$ cat src/rtl/mem_wb_pipe_pkg.sv
// ============================================================================
// Module      : mem_wb_pipe_pkg
// Description : Shared types and helpers for the MEM/WB pipeline register.
// Revision    : 1.0 - initial elastic multi-slot release
// ============================================================================
`default_nettype none

package mem_wb_pipe_pkg;

  localparam int unsigned C_DATA_W = 32;
  localparam int unsigned C_ADDR_W = 5;

  // Field order fixes the bit layout that a slot register stores.
  typedef struct packed {
    logic                RegWrite;
    logic                MemtoReg;
    logic [C_ADDR_W-1:0] RDaddr;
    logic [C_DATA_W-1:0] Memdata;
    logic [C_DATA_W-1:0] ALUResult;
  } mem_wb_payload_t;

  function automatic int unsigned payload_width(input int unsigned data_w,
                                                input int unsigned addr_w);
    return 2 + addr_w + 2 * data_w;
  endfunction

endpackage

`default_nettype wire

$ cat src/rtl/mem_wb_pipe_slot.sv
// ============================================================================
// Module      : pipe_slot
// Description : One elastic pipeline slot: valid bit plus payload, load enable.
// Revision    : 1.0 - initial release
// ============================================================================
`default_nettype none

module pipe_slot #(
  parameter int unsigned W = 1
) (
  input  logic         clk_i,
  input  logic         rst_ni,
  input  logic         load_i,
  input  logic         flush_i,
  input  logic         valid_i,
  input  logic [W-1:0] data_i,
  output logic         valid_o,
  output logic [W-1:0] data_o
);

  logic         r_valid;
  logic [W-1:0] r_data;

  // Payload may follow the load even on flush; only the valid bit matters.
  always_ff @(posedge clk_i or negedge rst_ni) begin
    if (!rst_ni) begin
      r_valid <= 1'b0;
      r_data  <= '0;
    end else begin
      if (flush_i) begin
        r_valid <= 1'b0;
      end else if (load_i) begin
        r_valid <= valid_i;
      end
      if (load_i) begin
        r_data <= data_i;
      end
    end
  end

  assign valid_o = r_valid;
  assign data_o  = r_data;

endmodule

`default_nettype wire

$ cat src/rtl/mem_wb_pipe.sv
// ============================================================================
// Module      : mem_wb_pipe
// Description : Elastic MEM/WB register chain with flush, occupancy and WB mux.
// Revision    : 1.0 - initial multi-slot release
// ============================================================================
`default_nettype none

module mem_wb_pipe
  import mem_wb_pipe_pkg::*;
#(
  parameter int unsigned DATA_W = C_DATA_W,
  parameter int unsigned ADDR_W = C_ADDR_W,
  parameter int unsigned STAGES = 1
) (
  input  logic                       clk_i,
  input  logic                       rst_ni,
  input  logic                       in_valid_i,
  output logic                       in_ready_o,
  input  logic                       RegWrite_i,
  input  logic                       MemtoReg_i,
  input  logic [ADDR_W-1:0]          RDaddr_i,
  input  logic [DATA_W-1:0]          Memdata_i,
  input  logic [DATA_W-1:0]          ALUResult_i,
  input  logic                       flush_i,
  output logic                       out_valid_o,
  input  logic                       out_ready_i,
  output logic                       RegWrite_o,
  output logic                       MemtoReg_o,
  output logic [ADDR_W-1:0]          RDaddr_o,
  output logic [DATA_W-1:0]          Memdata_o,
  output logic [DATA_W-1:0]          ALUResult_o,
  output logic [DATA_W-1:0]          WBdata_o,
  output logic [$clog2(STAGES+1)-1:0] count_o
);

  localparam int unsigned c_PAYLOAD_W = payload_width(DATA_W, ADDR_W);
  localparam int unsigned c_CNT_W     = $clog2(STAGES + 1);

  // Same layout as mem_wb_payload_t, sized by this instance's parameters.
  typedef struct packed {
    logic              RegWrite;
    logic              MemtoReg;
    logic [ADDR_W-1:0] RDaddr;
    logic [DATA_W-1:0] Memdata;
    logic [DATA_W-1:0] ALUResult;
  } slot_payload_t;

  slot_payload_t        w_in_payload;
  slot_payload_t        w_slot_d [STAGES];
  logic [STAGES-1:0]    w_slot_v;
  logic [STAGES-1:0]    w_load;
  logic                 w_xfer_in;
  logic                 w_xfer_out;
  logic [c_CNT_W-1:0]   r_count;

  assign w_in_payload = '{RegWrite:  RegWrite_i,
                          MemtoReg:  MemtoReg_i,
                          RDaddr:    RDaddr_i,
                          Memdata:   Memdata_i,
                          ALUResult: ALUResult_i};

  // A slot loads if it, or any slot downstream of it, is empty or drains.
  always_comb begin
    w_load = '0;
    w_load[STAGES-1] = ~w_slot_v[STAGES-1] | out_ready_i;
    for (int k = int'(STAGES) - 2; k >= 0; k--) begin
      w_load[k] = ~w_slot_v[k] | w_load[k+1];
    end
  end

  for (genvar k = 0; k < STAGES; k++) begin : g_slot
    logic          w_src_v;
    slot_payload_t w_src_d;

    if (k == 0) begin : g_head
      assign w_src_v = in_valid_i;
      assign w_src_d = w_in_payload;
    end else begin : g_body
      assign w_src_v = w_slot_v[k-1];
      assign w_src_d = w_slot_d[k-1];
    end

    pipe_slot #(
      .W (c_PAYLOAD_W)
    ) u_slot (
      .clk_i   (clk_i),
      .rst_ni  (rst_ni),
      .load_i  (w_load[k]),
      .flush_i (flush_i),
      .valid_i (w_src_v),
      .data_i  (w_src_d),
      .valid_o (w_slot_v[k]),
      .data_o  (w_slot_d[k])
    );
  end

  // Held low during reset so nothing is offered as accepted.
  assign in_ready_o = w_load[0] & rst_ni;
  assign w_xfer_in  = in_valid_i & in_ready_o;
  assign w_xfer_out = out_valid_o & out_ready_i;

  always_ff @(posedge clk_i or negedge rst_ni) begin
    if (!rst_ni) begin
      r_count <= '0;
    end else if (flush_i) begin
      r_count <= '0;
    end else if (w_xfer_in && !w_xfer_out) begin
      r_count <= r_count + c_CNT_W'(1);
    end else if (!w_xfer_in && w_xfer_out) begin
      r_count <= r_count - c_CNT_W'(1);
    end
  end

  assign out_valid_o = w_slot_v[STAGES-1];
  assign RegWrite_o  = w_slot_d[STAGES-1].RegWrite & w_slot_v[STAGES-1];
  assign MemtoReg_o  = w_slot_d[STAGES-1].MemtoReg;
  assign RDaddr_o    = w_slot_d[STAGES-1].RDaddr;
  assign Memdata_o   = w_slot_d[STAGES-1].Memdata;
  assign ALUResult_o = w_slot_d[STAGES-1].ALUResult;
  assign WBdata_o    = MemtoReg_o ? Memdata_o : ALUResult_o;
  assign count_o     = r_count;

endmodule

`default_nettype wire

$ cat config.mk
export PLATFORM = sky130hd
export DESIGN_NAME = mem_wb_pipe
export DESIGN_NICKNAME = d
export VERILOG_FILES = /design/src/rtl/mem_wb_pipe_pkg.sv /design/src/rtl/mem_wb_pipe_slot.sv /design/src/rtl/mem_wb_pipe.sv
export SDC_FILE = /design/constraint.sdc
export NUM_CORES = 1
export LEC_CHECK = 0
export ABC_AREA = 0
export BUFFER_PORTS_ARGS = -buffer_cell sky130_fd_sc_hd__buf_2
export CAP_MARGIN = 20
export CORE_MARGIN = 1.5
export CORE_UTILIZATION = 48
export CTS_BUF_LIST = sky130_fd_sc_hd__clkbuf_8
export DETAILED_ROUTE_END_ITERATION = 8
export PLACE_DENSITY = 0.88
export SYNTH_ARGS = -nofsm -noshare
export SYNTH_HDL_FRONTEND = slang
export SYNTH_SLANG_ARGS = --single-unit
$ cat constraint.sdc
create_clock -name clk_i -period 2.7 [get_ports clk_i]
set_input_delay 0.675 -clock clk_i [delete_from_list [all_inputs] [get_ports clk_i]]
set_output_delay 0.675 -clock clk_i [all_outputs]
set_load 0.02 [all_outputs]
Word level (Yosys, flattened, before mapping)
Index checks and enable logic that the tools add are counted.
Word-level totals
  flip-flop bits (word level): 73
  bits of input ports: 76
  output and inout bits: 106
  word-level logic and storage cells: 23
Cells by class
  $add $sub $neg: 2
  mux-type cells: 6
  bitwise operators: 6
  reductions and logical operators: 6
Operators with widths (number)
  $mux W32: 1
  $mux W1: 5
  $and A1 B1 Y1: 4
  $reduce_bool A3 Y1: 1
  $logic_and A1 B1 Y1: 2
  $logic_not A1 Y1: 2
  $reduce_bool A2 Y1: 1
  $add A1 B1 Y1 const B: 1
  $not A1 Y1: 1
  $or A1 B1 Y1: 1
  $sub A1 B1 Y1 const B: 1

Depth between registers and ports, before layout
Gate-level depths: netlist of the first run.
  depth after elaboration: 9
  gate-level depth with buffers: 4
  depth with buffers taken out: 3

Cells and area by module
A second synthesis of the first run with hierarchy kept.
Second synthesis, totals
  cell total of the unflattened synthesis: 199
  area total of the unflattened synthesis: 3652.3 sq um
Modules (own cells, without submodules)
  pipe_slot: times used 1, cells an instance 153, area each 3025.4 sq um, seq. area each 1801.7 sq um
  mem_wb_pipe: times used 1, cells an instance 46, area each 626.9 sq um, seq. area each 25.0 sq um

Least setup slack after synthesis of the first run
OpenSTA, ideal clock, no wires.
  kind: input port to output port
  start: in out_ready_i
  end: out in_ready_o
  arrival time: 1351 ps
  data required time: 2025 ps
  path slack: 674 ps
  stages: 4
  buffers on the path: 2
  path through: nand2b_1 -> buf_6 -> buf_12 -> and2_1
On the way
  cells in the longest elaborated chain, start to end: 2
RTL lines
  start, declared: line mem_wb_pipe.sv:26  | input logic out_ready_i,
  $or A1 B1 Y1: line mem_wb_pipe.sv:65  | w_load[STAGES-1] = ~w_slot_v[STAGES-1] | out_ready_i;
  $and A1 B1 Y1: line mem_wb_pipe.sv:98  | assign in_ready_o = w_load[0] & rst_ni;
  end, declared: line mem_wb_pipe.sv:18  | output logic in_ready_o,
Every way passes these cells.

Worst setup path in the final report of the first run
  start: reg g_slot[0].u_slot.r_data[69]
  end: out WBdata_o[6]
On the way
  cells in the longest elaborated chain, start to end: 1
RTL lines
  start, declared: line mem_wb_pipe_slot.sv:22  | logic [W-1:0] r_data;
  start signal, assigned: line mem_wb_pipe_slot.sv:36  | r_data <= data_i;
  $mux W32: line mem_wb_pipe.sv:120  | assign WBdata_o = MemtoReg_o ? Memdata_o : ALUResult_o;
  end, declared: line mem_wb_pipe.sv:32  | output logic [DATA_W-1:0] WBdata_o,
Every way passes these cells.

==> results.md, run 1 <==
* Outcome: finished clean
* R2R setup slack at ~1200 ps
* Library cells used by synthesis at 15
* Crit-path max cell delay at roughly 400 ps
* Worst-path cell chain: buf_4, mux2_2, buf_2
* Placer Congestion at 0.7257
* Post-Place Cell Area at 0.004398 sq mm
* Crit Path Max Fanout at 25
* 1st-iter DRT viols at 56
* Wire per inst at 15.18 um
* Vias in the first global route at 2311
* Final worst path period need at 2239 ps
* Clock sink count at 73
* Pin count of the biggest net entering global routing at 73
* Largest cells by area after synthesis: dfrtp_1 46%, mux2_4 26%, buf_4 13%, mux2_2 10%, buf_12 3.5%
* Simple-gate share of the synthesized area at 0.9077%
* Maximum vdd drop at between 0.3 and 0.4 mV
* Synthesized cell area at 0.003998 sq mm
* Via count at 2351
* Sequential fraction of the synthesis area at between 40% and 50%
* CP Buf/Inv Count at 2
* Total wire length at 7.483 mm
* Critical path data required time at about 2000 ps
* Clock root buffer: clkbuf_8
* Post-Syn Instances at between 200 and 300
* Cts repair resizes at 0
* Inserted Clock Buffers at 9
* Antenna Nets Post-Route at 0
* Port-buffer cells at 181
* Slew headroom at 52.28%
* Initial antenna violation count at 0
* Yosys top cell by area: dfrtp_1
* Routing usage on met1 at around a fifth
* Crit path kind: reg -> out
* Post-DP HPWL at ~5.3 mm
* Post-CTS Setup Bufs at 0
* H-tree Lvls at 3
* Initial core utilization at between 40 and 50%
* Synth Area in Adders at 0%
* RSZ-0062 raised after global routing: no
* Final setup fails at 0
* # rows at 33
* Clk Latency, worst-skew pair at 340 ps
* Critical path depth in cells at 3
* Period utilization at a little over 80%
* Mean Syn Cell Area at 14.92 sq um
* DRC at 0
* GRT Util Overall at about 16%
* CTS tree: done
* DR vias/cell at 4.769
* RR Endpoint: g_slot[0].u_slot.data_o[48]$_DFFE_PN0P_
* CP Launch Type: flip-flop
* DIE AREA at 0.008885 sq mm
* Post-synthesis mux area share at approximately 36%
* Xor/xnor cell area share of the yosys netlist at 0%
* Post-synth net total at approximately 340
* Int Pwr at 0.002037 W
* Setup TNS at 0 ps
* Reg clk slew, reported paths at ~80 ps
* Grt ovf at 0
* I/O pins at 182
* Final Cell Area at about 0.0046 sq mm
* Hold/Removal Path Class: in -> async
* First-pass detailed-route iteration total at 4
* Clk network pwr share at between 30% and 40%
* Comb power frac at 23.6%
* Die Span X at roughly 94 um
* CTS Buffer Depth at 2
* Layout Nets at 459
* Slew @ Worst Pin at ~720 ps
* Family with the most delay on the worst path: buffers and inverters
* Largest family of logic cells by synthesized area: multiplexers
* Worst path arrival time at approximately 1600 ps
* Fmax achieved at 0.4466 GHz
* Most Used Layer, Global Route: met2
* Max-slew violation count at 0
* MaxCap Viol Count at 0
* Pleak at 2.516 nW
* Slowest stage cell, crit path: mux2_2
* Worst clock skew at between 9 and 10 ps
* Final Hold Viols at 0
* Core area at 0.008134 sq mm
* Switching power at 0.0008140 W
* YS warnings at 0
* Layout cells sized above 1 at 78.35%
* Global Route met2 Usage at 27.16%
* Worst Reg2Reg Path Length in Cells at 3
* Critical Path End: WBdata_o[6]
* Synth Area in Compound Gates at less than 1%
* Pwr dens at 617.3 mW/mm^2
* Reg2reg start: g_slot[0].u_slot.valid_o$_DFFE_PN0P_
* Post-synth top area share at roughly 46%
* Post-CTS Hold Buffers at 0
* Switching share of power at 28.55%
* Setup crit start: g_slot[0].u_slot.data_o[69]$_DFFE_PN0P_
* Met3 usage at 4.450%
* Sequential share of power at 43.6%
* Critical path endpoint category: output port
* Die H at approximately 94 um
* Synthesis-to-layout area growth at 15.56%
* First-pass GRT wire length at 11.17 mm
* #FFs+latches synth at 73
* N_diodes at 0
## metrics by stage
| stage | std cells | setup slack [ps] | hold slack [ps] | total power, W | utilization [%] |
|---|---|---|---|---|---|
| final | 493 | 461.0 | 207.3 | 0.002851 | 56.79 |
| after global routing | 493 | 378.7 | 199.0 | 0.002989 | 56.79 |
| after CTS | 493 | 421.3 | 191.9 | 0.002891 | 56.79 |
| after detailed placement | 477 | 744.7 | 489.5 | 0.001941 | 54.07 |
| after global placement | 477 | 764.7 | 485.8 | 0.001922 | 54.07 |
| after floorplan | 268 | 674.1 | 379.4 | 0.001817 | - |
## placed cells by master, fill, tap and decap left out, types with 2 or more instances in the layout
cell type	netlist	routed
inv_1	1	3
bufinv_16	0	2
dfrtp_1	73	73
mux2_2	36	36
buf_2	4	180
buf_4	69	4
nand2_1	2	2
clkbuf_8	0	10
and2_1	2	2
mux2_4	68	68
## cell type report
| class | instances | area, sq um |
|---|---|---|
| flip-flops and latches | 73 | 1827 |
| inverters | 1 | 3.754 |
| repair buffers | 185 | 950.9 |
| clock inverters | 6 | 83.83 |
| multi-input cells | 113 | 1485 |
| well taps | 105 | 131.4 |
| clock buffers | 10 | 137.6 |
| fillers | 664 | 3515 |
## worst min-delay path by stage
stage / to / slack [ps] / cells after the start / start
after detailed placement: g_slot[0].u_slot.data_o[66]$_DFFE_PN0P_ / 490 / 1 / g_slot[0].u_slot.data_o[66]$_DFFE_PN0P_
after CTS: g_slot[0].u_slot.data_o[45]$_DFFE_PN0P_ / 190 / 1 / rst_ni
after global placement: g_slot[0].u_slot.data_o[66]$_DFFE_PN0P_ / 490 / 1 / g_slot[0].u_slot.data_o[66]$_DFFE_PN0P_
final: g_slot[0].u_slot.data_o[42]$_DFFE_PN0P_ / 210 / 1 / rst_ni
after global routing: g_slot[0].u_slot.data_o[42]$_DFFE_PN0P_ / 200 / 1 / rst_ni
after floorplan: count_o$_DFFE_PN0P_ / 380 / 0 / rst_ni
## cells in the mapped netlist (all sizes together)
| master | number |
|---|---|
| nor2 | 1 |
| and2 | 2 |
| nand2b | 1 |
| inv | 1 |
| dfrtp | 73 |
| mux2i | 1 |
| nor2b | 1 |
| a21oi | 1 |
| nand2 | 2 |
| buf | 81 |
| mux2 | 104 |
## state kept, by name (all words and copies together), names as in the netlist
signal,cells
count_o,1
g_slot.u_slot.data_o,71
g_slot.u_slot.valid_o,1
## worst register-to-register path, delay by kind of cell (launching register included)
family	cells	cell delay [ps]
AND/OR/NAND/NOR	1	110
buffers and inverters	1	430
multiplexers	1	430
flip-flops	1	440
## per-layer routing
metal  routed length (um)  vias to the layer above
met1                 3115                     1177
li1                     -                     1069
met2                 3775                       97
met5                    0                        -
met4                   87                        0
met3                  505                        8
## power groups by stage
| stage | registers (W) | clock network (W) | logic (W) |
|---|---|---|---|
| after floorplan | 0.00125 | 0 | 0.000567 |
| after global placement | 0.00126 | 0 | 0.000665 |
| after detailed placement | 0.00126 | 0 | 0.000678 |
| after CTS | 0.00124 | 0.000968 | 0.000680 |
| after global routing | 0.00125 | 0.00102 | 0.000713 |
| final | 0.00124 | 0.000937 | 0.000672 |
## cells by family (layout without fill, tap and decap cells)
logic type	Yosys count	after routing
flip-flops	73	73
multiplexers	105	105
buffers and inverters	82	202
AO/OA/AOI/OAI	1	1
AND/OR/NAND/NOR	7	7
(Power assumes the default switching activity.)
==> run 2, diff against run 1 <==
clock period = 2.14 ns   (was 2.7 ns; I/O delays follow)
==> run 2 against run 1 <==
Effect of this change: global-route usage shrank 0.12 points; core utilization grew 0.32 points; via count grew 0.38%; worst hold slack gained 180 ps; sequential power grew 27%; combinational power grew 26%; critical path depth grew 1.
==> results.md, run 2 (synthesized netlist as in run 1, its figures left out) <==
* First-pass GRT wire length at 11.12 mm (was 11.17 mm)
* Reg clk slew, reported paths at 70 ps (was 80 ps)
* Slew headroom at 42.08% (was 52.28%)
* Post-CTS Setup Bufs at 0 (unchanged)
* Pin count of the biggest net entering global routing at 73 (unchanged)
* Clk network pwr share at 32.6% (was 32.9%)
* 1st-iter DRT viols at 68 (was 56)
* First-pass detailed-route iteration total at 4 (unchanged)
* Total Power at 0.003590 W (was 0.002851 W)
* Via count at 2360 (was 2351)
* Port-buffer cells at 181 (unchanged)
* N_diodes at 0 (unchanged)
* Most common cell after layout, fill and taps aside: buf_2 (unchanged)
* Die H at 94.26 um (unchanged)
* CP Launch Type: input pin (was flip-flop)
* CTS tree: done (unchanged)
* Pwr dens at 772.7 mW/mm^2 (was 617.3 mW/mm^2)
* Int Pwr at 0.002572 W (was 0.002037 W)
* Critical path endpoint category: output port (unchanged)
* Vias in the first global route at 2271 (was 2311)
* Outcome: finished clean (unchanged)
* Final worst path period need at 2107 ps
* I/O pins at 182 (unchanged)
* Hold/Removal Path Class: in -> reg (was in -> async)
* Crit path kind: in -> out (was reg -> out)
* Core area at 0.008134 sq mm (unchanged)
* Critical Path End: in_ready_o (was WBdata_o[6])
* Layout cells sized above 1 at 78.66% (was 78.35%)
* WHS at 388.6 ps (was 207.3 ps)
* RSZ-0062 raised after global routing: no (unchanged)
* Antenna Nets Post-Route at 0 (unchanged)
* Maximum vdd drop at 0.4347 mV (was 0.3300 mV)
* Switching power at 0.001018 W (was 0.0008140 W)
* Setup crit start: rst_ni (was g_slot[0].u_slot.data_o[69]$_DFFE_PN0P_)
* RR Endpoint: g_slot[0].u_slot.data_o[48]$_DFFE_PN0P_ (unchanged)
* Sequential share of power at 43.8% (was 43.6%)
* Initial antenna violation count at 0 (unchanged)
* DR vias/cell at 4.777 (was 4.769)
* R2R setup slack at 780 ps (was 1180 ps)
* Fmax achieved at 0.4747 GHz
* Slew @ Worst Pin at 868.9 ps (was 715.7 ps)
* CTS Buffer Depth at 2 (unchanged)
* Placer Congestion at 0.7245 (was 0.7257)
* DIE AREA at 0.008885 sq mm (unchanged)
* GRT Util Overall at 16.34% (was 16.46%)
* Setup TNS at 0 ps (unchanged)
* Reg2reg start: g_slot[0].u_slot.valid_o$_DFFE_PN0P_ (unchanged)
* Max-slew violation count at 0 (unchanged)
* Crit Path Max Fanout at 4 (was 25)
* Inserted Clock Buffers at 9 (unchanged)
* Layout Nets at 461 (was 459)
* Comb power frac at 23.7% (was 23.6%)
* Switching share of power at 28.36% (was 28.55%)
* Worst path arrival time at 1570 ps (was 1560 ps)
* Final setup fails at 0 (unchanged)
* Die Span X at 94.26 um (unchanged)
* Clock root buffer: clkbuf_8 (unchanged)
* Final Hold Viols at 0 (unchanged)
* Worst clock skew at 11.59 ps (was 9.479 ps)
* Synthesis-to-layout area growth at 16.21% (was 15.56%)
* Period utilization at 98.44%
* Cts repair resizes at 0 (unchanged)
* Worst Reg2Reg Path Length in Cells at 3 (unchanged)
* Initial core utilization at 49.15% (unchanged)
* MaxCap Viol Count at 0 (unchanged)
* Post-DP HPWL at 5.495 mm (was 5.297 mm)
* Clock sink count at 73 (unchanged)
* Total wire length at 7.513 mm (was 7.483 mm)
* H-tree Lvls at 3 (unchanged)
* DRC at 0 (unchanged)
* Grt ovf at 0 (unchanged)
* # rows at 33 (unchanged)
* Critical path data required time at 1600 ps (was 2030 ps)
* Pleak at 2.520 nW (was 2.516 nW)
* Wire per inst at 15.21 um (was 15.18 um)
* Commonest non-fill, non-tap cells in the layout: 180 x buf_2, 73 x dfrtp_1, 68 x mux2_4 (unchanged)
* Clk Latency, worst-skew pair at 340 ps (about the same)
* Max reg flops at 71 (unchanged)
-- run 2: final cells by class --
| type | count | area [sq um] |
|---|---|---|
| Clock buffer | 10 | 137.6 |
| Clock inverter | 5 | 80.08 |
| Fill cell | 671 | 3488 |
| Inverter | 1 | 3.754 |
| Multi-Input combinational cell | 113 | 1485 |
| Sequential cell | 73 | 1827 |
| Tap cell | 105 | 131.4 |
| Timing Repair Buffer | 187 | 980.9 |
-- run 2: stage by stage --
stage          cells  utilization (%)  area (sq um)  setup slack (ps)
2_1_floorplan    268                -          3998             376.2
3_3_place_gp     478            54.31          4418             468.7
3_5_place_dp     478            54.31          4418             436.3
4_1_cts          494            57.11          4646             35.65
5_1_grt          494            57.11          4646             23.74
6_report         494            57.11          4646             33.42
-- run 2: worst min-delay path by stage --
stage,startpoint,to,cells after the start
after floorplan,rst_ni,count_o$_DFFE_PN0P_,0
after global placement,rst_ni,count_o$_DFFE_PN0P_,1
after detailed placement,rst_ni,count_o$_DFFE_PN0P_,1
after CTS,flush_i,g_slot[0].u_slot.valid_o$_DFFE_PN0P_,2
after global routing,flush_i,g_slot[0].u_slot.valid_o$_DFFE_PN0P_,2
final,flush_i,g_slot[0].u_slot.valid_o$_DFFE_PN0P_,2
-- run 2: power by group through the flow --
stage	Clock (W)	Combinational (W)	Sequential, W
after CTS	0.00121	0.000861	0.00157
after detailed placement	0	0.000856	0.00160
after floorplan	0	0.000716	0.00158
after global placement	0	0.000840	0.00159
after global routing	0.00128	0.000904	0.00159
final	0.00117	0.000849	0.00157
-- run 2: worst max-delay path, cell delays in order --
cell and delay [ps]:
dlygate4sd3_1 580, buf_4 160, and2_1 140, buf_2 160
-- run 2: layer usage --
layer  track usage, %  up-vias  share of wire (%)
met5                0        -                  0
met4            5.721        0                1.5
met3            4.126        9                7.3
met2            28.12      108                 51
met1            19.73     1166                 40
li1                 -     1077                  -
-- run 2: timing repair --
item / CTS / global route
endpoints found under the setup margin: 0 / 0
hold buffers: 1 / 0
endpoints found under the hold margin: 1 / 0
